## config.mk

```make
export PLATFORM = sky130hd
export DESIGN_NAME = uart_tx_periph
export DESIGN_NICKNAME = d
export VERILOG_FILES = /design/src/rtl/uart_tx_periph.sv
export SDC_FILE = /design/constraint.sdc
export NUM_CORES = 1
export LEC_CHECK = 0
export BUFFER_PORTS_ARGS = -buffer_cell sky130_fd_sc_hd__buf_2
export CORE_MARGIN = 4
export CORE_UTILIZATION = 27
export DETAILED_ROUTE_END_ITERATION = 10
export PLACE_DENSITY = 0.5
export SLEW_MARGIN = 20
export SYNTH_ARGS = -nofsm -noshare
export SYNTH_HDL_FRONTEND = slang
export SYNTH_SLANG_ARGS = --single-unit
```

## constraint.sdc

```tcl
create_clock -name clk -period 3.8 [get_ports clk]
set_input_delay 0.19 -clock clk [delete_from_list [all_inputs] [get_ports clk]]
set_output_delay 0.19 -clock clk [all_outputs]
set_load 0.01 [all_outputs]
```

## src/rtl/uart_tx_periph.sv

```systemverilog
`default_nettype none
// +----------------------------------------------------------------------------+
// | uart_tx_periph : memory-mapped 8N1 UART transmitter with TX FIFO           |
// | Optional even/odd parity bit when UART_TX_PARITY_EN is defined.            |
// | Revision: 1.0                                                              |
// +----------------------------------------------------------------------------+
module uart_tx_periph #(
   parameter int FIFO_DEPTH  = 8,
   parameter int DEFAULT_DIV = 868
) (
   input  logic        clk,
   input  logic        reset_n,
   input  logic        sel,
   input  logic [1:0]  addr,
   input  logic [31:0] wdata,
   input  logic [3:0]  wstrb,
   input  logic        rstrb,
   output logic [31:0] rdata,
   output logic        txd,
   output logic        irq
);

   localparam int          c_AW    = $clog2(FIFO_DEPTH);
   localparam logic [c_AW:0] c_DEPTH = (c_AW + 1)'(FIFO_DEPTH);

   localparam logic [2:0] c_ST_IDLE   = 3'd0;
   localparam logic [2:0] c_ST_START  = 3'd1;
   localparam logic [2:0] c_ST_DATA   = 3'd2;
   localparam logic [2:0] c_ST_PARITY = 3'd3;
   localparam logic [2:0] c_ST_STOP   = 3'd4;

   logic [7:0]      r_mem [FIFO_DEPTH];
   logic [c_AW:0]   r_wptr;
   logic [c_AW:0]   r_rptr;
   logic [2:0]      r_state;
   logic [7:0]      r_shift;
   logic [2:0]      r_bit_cnt;
   logic [15:0]     r_baud_cnt;
   logic [15:0]     r_cur_div;
   logic [15:0]     r_baud_div;
   logic            r_overflow;
   logic            r_txd;
   logic [31:0]     r_rdata;
   logic            w_par_odd_bit;

   logic [c_AW:0]   w_count;
   logic            w_full;
   logic            w_empty;
   logic [7:0]      w_head;
   logic [15:0]     w_div;
   logic            w_bit_end;
   logic            w_wr;
   logic            w_wr_data;
   logic            w_push;
   logic            w_pop;
   logic [31:0]     w_status;
   logic            w_unused;

   assign w_count   = r_wptr - r_rptr;
   assign w_full    = (w_count == c_DEPTH);
   assign w_empty   = (w_count == '0);
   assign w_head    = r_mem[r_rptr[c_AW-1:0]];
   assign w_div     = (r_baud_div < 16'd2) ? 16'd2 : r_baud_div;
   assign w_bit_end = (r_baud_cnt == r_cur_div - 16'd1);

   // Full is judged on the pre-edge count, so a same-cycle pop never rescues a write.
   assign w_wr      = sel & wstrb[0];
   assign w_wr_data = w_wr & (addr == 2'd0);
   assign w_push    = w_wr_data & ~w_full;
   assign w_pop     = ~w_empty & ((r_state == c_ST_IDLE) |
                                  ((r_state == c_ST_STOP) & w_bit_end));

   assign w_status  = {19'd0, w_par_odd_bit,
                       {{(7 - c_AW){1'b0}}, w_count},
                       r_overflow, w_empty, w_full, (r_state != c_ST_IDLE)};

   assign w_unused  = &{1'b0, wdata, wstrb};

   always_ff @(posedge clk) begin
      if (w_push) r_mem[r_wptr[c_AW-1:0]] <= wdata[7:0];
   end

   always_ff @(posedge clk or negedge reset_n) begin
      if (!reset_n) begin
         r_wptr <= '0;
         r_rptr <= '0;
      end else begin
         if (w_push) r_wptr <= r_wptr + 1'b1;
         if (w_pop)  r_rptr <= r_rptr + 1'b1;
      end
   end

`ifdef UART_TX_PARITY_EN
   logic r_par;
   logic r_parity_odd;

   assign w_par_odd_bit = r_parity_odd;

   always_ff @(posedge clk or negedge reset_n) begin
      if (!reset_n) begin
         r_par        <= 1'b0;
         r_parity_odd <= 1'b0;
      end else begin
         if (w_pop) r_par <= ^w_head;
         if (w_wr && addr == 2'd1) r_parity_odd <= wdata[12];
      end
   end
`else
   assign w_par_odd_bit = 1'b0;
`endif

   // Each bit period latches the divisor at its start, so BAUD_DIV writes never stretch a live bit.
   always_ff @(posedge clk or negedge reset_n) begin
      if (!reset_n) begin
         r_state    <= c_ST_IDLE;
         r_txd      <= 1'b1;
         r_shift    <= 8'd0;
         r_bit_cnt  <= 3'd0;
         r_baud_cnt <= 16'd0;
         r_cur_div  <= 16'd2;
      end else begin
         if (r_state != c_ST_IDLE) begin
            if (w_bit_end) begin
               r_baud_cnt <= 16'd0;
               r_cur_div  <= w_div;
            end else begin
               r_baud_cnt <= r_baud_cnt + 16'd1;
            end
         end
         case (r_state)
            c_ST_IDLE: begin
               if (w_pop) begin
                  r_shift    <= w_head;
                  r_state    <= c_ST_START;
                  r_txd      <= 1'b0;
                  r_baud_cnt <= 16'd0;
                  r_cur_div  <= w_div;
               end
            end
            c_ST_START: begin
               if (w_bit_end) begin
                  r_state   <= c_ST_DATA;
                  r_txd     <= r_shift[0];
                  r_bit_cnt <= 3'd0;
               end
            end
            c_ST_DATA: begin
               if (w_bit_end) begin
                  if (r_bit_cnt == 3'd7) begin
`ifdef UART_TX_PARITY_EN
                     r_state <= c_ST_PARITY;
                     r_txd   <= r_par ^ r_parity_odd;
`else
                     r_state <= c_ST_STOP;
                     r_txd   <= 1'b1;
`endif
                  end else begin
                     r_shift   <= {1'b0, r_shift[7:1]};
                     r_txd     <= r_shift[1];
                     r_bit_cnt <= r_bit_cnt + 3'd1;
                  end
               end
            end
            c_ST_PARITY: begin
               if (w_bit_end) begin
                  r_state <= c_ST_STOP;
                  r_txd   <= 1'b1;
               end
            end
            c_ST_STOP: begin
               if (w_bit_end) begin
                  if (w_pop) begin
                     r_shift <= w_head;
                     r_state <= c_ST_START;
                     r_txd   <= 1'b0;
                  end else begin
                     r_state <= c_ST_IDLE;
                     r_txd   <= 1'b1;
                  end
               end
            end
            default: begin
               r_state <= c_ST_IDLE;
               r_txd   <= 1'b1;
            end
         endcase
      end
   end

   always_ff @(posedge clk or negedge reset_n) begin
      if (!reset_n) begin
         r_baud_div <= 16'(DEFAULT_DIV);
         r_overflow <= 1'b0;
         r_rdata    <= 32'd0;
      end else begin
         if (w_wr && wstrb[1] && addr == 2'd2) r_baud_div <= wdata[15:0];
         if (w_wr_data && w_full)
            r_overflow <= 1'b1;
         else if (w_wr && addr == 2'd1 && wdata[3])
            r_overflow <= 1'b0;
         if (sel && rstrb) begin
            case (addr)
               2'd1:    r_rdata <= w_status;
               2'd2:    r_rdata <= {16'd0, r_baud_div};
               default: r_rdata <= 32'd0;
            endcase
         end
      end
   end

   assign rdata = r_rdata;
   assign txd   = r_txd;
   assign irq   = w_empty & (r_state == c_ST_IDLE);

endmodule
`default_nettype wire
```

==> run summary <==
Along the worst path, the maximum fanout reaches 8. Walking the worst path, the cells encountered are inv_1 > ha_1 > or3b_1 > or4_1 > a211oi_1 > nor4b_2 > nand4_1 > a211o_1 > a21oi_4 > mux2_2. The first-pass GRT wire length is 25.90 mm, and the final setup violation count is 0.

The run gives 0 as the synthesis warning total. Yosys attributes the largest share of cell area to sky130_fd_sc_hd__dfrtp_1, sky130_fd_sc_hd__edfxtp_1, sky130_fd_sc_hd__mux2_2, sky130_fd_sc_hd__mux4_2, sky130_fd_sc_hd__nand2_1. TritonCTS built the clock tree. In this run the mean area of a mapped cell was 12.40 µm². The basic-gate share of the synthesized area counting and, or, nand and nor cells was 0.1157. The tree is rooted in a sky130_fd_sc_hd__clkbuf_16.

The congestion estimate from routability-driven global placement came to 0.8063. The run finished with clean final reports. Worst min-delay path class: input port to flop. The initial antenna violation count is 0.

The share of synthesized registers carrying an async set or reset is 0.5789, and the aggregate routed wire length is 15.99 mm. For the worst-skew pair, the clock arrives at the later sink with an insertion delay of 420 ps. The sequential element share of the synthesized area was 0.5746; the count of unique library cells instantiated by Yosys was 61. The number of global-route vias before repair was 4649. For the placed wire-length estimate after detailed placement, the log shows 10.90 mm. The number of pins exceeding their max-slew limit in the final report came out at 0. The run gives 2 as the worst-case clock buffer depth. For this run, the slowest stage of the critical path takes 510 ps. The number of buffers created by CTS is 17, and the leakage component of the power is 3.481 nW. The detailed router finished its first iteration with 249 violations.

The number of setup buffers added after CTS is 0. Number of standard-cell rows in the floorplan: 59. The critical path in this run is classified as flop to flop. The area share of fa/ha/maj cells after synthesis works out to 0.02366. The run gives 8527 µm² as the final instance area. The synthesized design spends more area on one cell type than any other, namely sky130_fd_sc_hd__dfrtp_1. The H-tree generated during clock tree synthesis spans 4 levels.

Counting every sink on the clock net gives 152. The critical path endpoint category is a flop. After the last flow step, the layout net total stands at 700. Counting buffers and inverters, the worst setup path is 10 cells deep. The number of stages on the worst hold path was 2.

Clock-pin slew was measured on the worst setup and hold paths at 70 ps. The final worst-path cycle share was 0.9266; the post-synthesis xor/xnor area fraction was 0.04506. At the worst endpoint, the required time is 4100 ps. The portion of synthesized cell area occupied by the leading cell type is 0.2818, and the final antenna diode count is 0.

The logs give 0 for the max-cap violation count and 76 for the number of top-level pins. The top flip-flop cell by instance count after synthesis was sky130_fd_sc_hd__dfrtp_1. The worst path in the final design needs a cycle of 3521 ps, including I/O delays and setup.

Dividing total power by cell area gives a power density of 707.9 nW/µm². Summed over all failing endpoints, the final setup total negative slack is 0 ps. In this design, the largest share of critical-path delay is due to simple AND/OR/NAND/NOR gates. The buffering stage count on the worst path with inverters included was 1; the post-detailed-route via-to-cell ratio was 4.712. The fraction of the core area covered by cells at the end of the flow was 0.3263; the worst slew margin relative to its limit was 0.3484. Fraction of the mapped netlist area in compound gates: 0.08577. The synthesized design contains 64 enable-type register cells. The area growth from synthesis to final layout is 18.56%. Portion of netlist area occupied by mux cells: 0.1192.

The remaining antenna violation count was 0. The number of optimization iterations in the first detailed-route pass was 4; the highest clock rate was 0.2840 GHz. In the synthesized netlist, the number of instances is 580. The number of cells on the worst reg-to-reg path is 10.

The standard cell area after detailed placement is 7815 µm². The tools report the startpoint type of the worst setup path as a flop. After detailed routing, the number of remaining DRC violations is 0. The layout cell share with drive strength beyond 1 is 0.2447, and the width of the die is 171.2 µm. For the total via count in the routed design, the log shows 4679. Data arrives at the worst endpoint at 3820 ps.

Setup repair after global routing left no endpoint under its margin. The count of buffers from port buffering was 41; the routed length per instance was 16.10 µm. The largest clock skew in the final design came out at 10.85 ps.

The flop and latch count out of synthesis is 152, and the area of the die is 29310 µm². For the overall global routing resource usage, the log shows 0.1128. The cell area that synthesis handed to floorplanning was 7192 µm².

The die is 171.2 µm tall. The number of hold violations in the final report came out at 0. The initial core utilization came out at 0.2752.

The dominant combinational cell family by area after synthesis is multiplexers. The logs give 26130 µm² for the area of the core and 0.3713 mV for the largest vdd supply drop. The largest individual stage delay along the critical path comes from the cell sky130_fd_sc_hd__or4_1. At the pin with the least slew margin, the transition time is 977.3 ps. Entering global routing, the biggest net connects 72 pins. The total overflow left after global routing is 0.
layout make-up:
| cell class | count | area [µm²] |
|---|---|---|
| clock buffer | 17 | 425.4 |
| clock inverter | 15 | 206.4 |
| fill | 2661 | 17610 |
| inverter | 12 | 45.04 |
| multi-input combinational | 393 | 2860 |
| sequential | 152 | 4133 |
| tap | 335 | 419.2 |
| timing repair buffer | 69 | 437.9 |
registers in the layout, summed over array words and instances, names as in the netlist, 3 cells and up:
name and flops:
r_shift 8, r_bit_cnt 3, r_mem 64, r_baud_div 16
r_state 3, r_baud_cnt 16, r_cur_div 16, r_wptr 4
r_rptr 4, rdata 16
per-layer routing:
layer | share of wire | global-route usage
met4 | 0.015 | 0.03548
met3 | 0.033 | 0.02252
met5 | 0 | 0
met2 | 0.46 | 0.1731
met1 | 0.50 | 0.1614
report_power, final:
part	switching, mW	total [mW]	leakage, nW	internal [mW]
Clock	0.737	1.80	0.301	1.06
Sequential	0.377	2.40	1.69	2.02
Combinational	0.939	1.83	1.49	0.895
worst register-to-register path, delay by kind of cell (launching register included):
kind | cells | cell delay, ps
and+or+nand+nor | 4 | 1340
DFF | 1 | 430
adders and majority gates | 1 | 290
AOI/OAI and AO/OA | 3 | 870
muxes | 1 | 380
buffers and inverters | 1 | 80
synth_stat cells (3+ instances only):
master and count:
sky130_fd_sc_hd__a31oi_1 10, sky130_fd_sc_hd__o21ai_0 39, sky130_fd_sc_hd__a2bb2oi_1 3, sky130_fd_sc_hd__nand3_1 13, sky130_fd_sc_hd__buf_4 17, sky130_fd_sc_hd__or3_1 10, sky130_fd_sc_hd__nor3b_1 4, sky130_fd_sc_hd__xnor2_1 19
sky130_fd_sc_hd__nor4_1 8, sky130_fd_sc_hd__mux2_2 37, sky130_fd_sc_hd__dfstp_2 7, sky130_fd_sc_hd__a22oi_1 6, sky130_fd_sc_hd__edfxtp_1 64, sky130_fd_sc_hd__nor3_1 12, sky130_fd_sc_hd__ha_1 12, sky130_fd_sc_hd__nor2_1 20
sky130_fd_sc_hd__mux4_2 16, sky130_fd_sc_hd__mux2i_1 8, sky130_fd_sc_hd__nand2_1 66, sky130_fd_sc_hd__clkbuf_1 16, sky130_fd_sc_hd__dfrtp_1 81, sky130_fd_sc_hd__xor2_1 18, sky130_fd_sc_hd__nand4_1 8, sky130_fd_sc_hd__a21oi_1 18
sky130_fd_sc_hd__inv_1 11, sky130_fd_sc_hd__nor2b_1 3, sky130_fd_sc_hd__and3_1 8, sky130_fd_sc_hd__buf_2 3, sky130_fd_sc_hd__or4_1 3
path summary, 6_finish.rpt:
path	startpoint	endpoint	slack (ps)
setup reg to reg	r_cur_div[0]	r_shift[5]	280
max in group asynchronous	reset_n	rdata[14]	2550
min in group asynchronous	reset_n	rdata[2]	460
hold reg to reg	rdata[12]	rdata[12]	480
hold / removal	wdata[11]	r_baud_div[11]	20
setup / recovery	r_cur_div[0]	r_shift[5]	280
cell usage in the layout, fill, tap and decap left out, types with 7 or more instances in the layout:
cell type                       count
sky130_fd_sc_hd__nand3_1           13
sky130_fd_sc_hd__nor3_1            12
sky130_fd_sc_hd__edfxtp_1          64
sky130_fd_sc_hd__xnor2_1           19
sky130_fd_sc_hd__and3_1             8
sky130_fd_sc_hd__conb_1            16
sky130_fd_sc_hd__o21ai_0           39
sky130_fd_sc_hd__buf_2             40
sky130_fd_sc_hd__nand4_1            8
sky130_fd_sc_hd__buf_4             21
sky130_fd_sc_hd__nand2_1           66
sky130_fd_sc_hd__mux2_2            37
sky130_fd_sc_hd__a31oi_1           10
sky130_fd_sc_hd__inv_1             11
sky130_fd_sc_hd__xor2_1            18
sky130_fd_sc_hd__nor2_1            20
sky130_fd_sc_hd__nor4_1             8
sky130_fd_sc_hd__mux2i_1            8
sky130_fd_sc_hd__clkbuf_16         17
sky130_fd_sc_hd__dfstp_2            7
sky130_fd_sc_hd__mux4_2            16
sky130_fd_sc_hd__a21oi_1           18
sky130_fd_sc_hd__ha_1              12
sky130_fd_sc_hd__or3_1             10
sky130_fd_sc_hd__dlygate4sd3_1      8
sky130_fd_sc_hd__dfrtp_1           81
logic make-up (layout without fill, tap and decap cells):
logic type / after synthesis / in the layout
simple gates: 167 / 167
flops: 152 / 152
compound gates: 99 / 99
other cells: 1 / 16
buf+inv: 50 / 113
mux: 61 / 61
xor+xnor: 37 / 37
fa+ha+maj: 13 / 13
metrics by stage:
stage | hold WS (ps) | instances | setup slack [ps] | total power [mW]
after floorplan | -105.6 | 595 | 423.6 | 3.730
after global placement | 412.7 | 953 | 314.2 | 4.260
after detailed placement | 403.8 | 953 | 286.5 | 4.275
after CTS | 7.431 | 993 | 258.7 | 6.108
after global routing | 14.07 | 993 | 24.47 | 6.438
final | 15.51 | 993 | 278.9 | 6.037
repair_timing:
item                      in CTS  in global routing
gates resized for setup        0                  0
hold endpoints to repair      70                  0
hold buffers                   8                  0
Note: power is estimated with default switching activity, not from simulation.
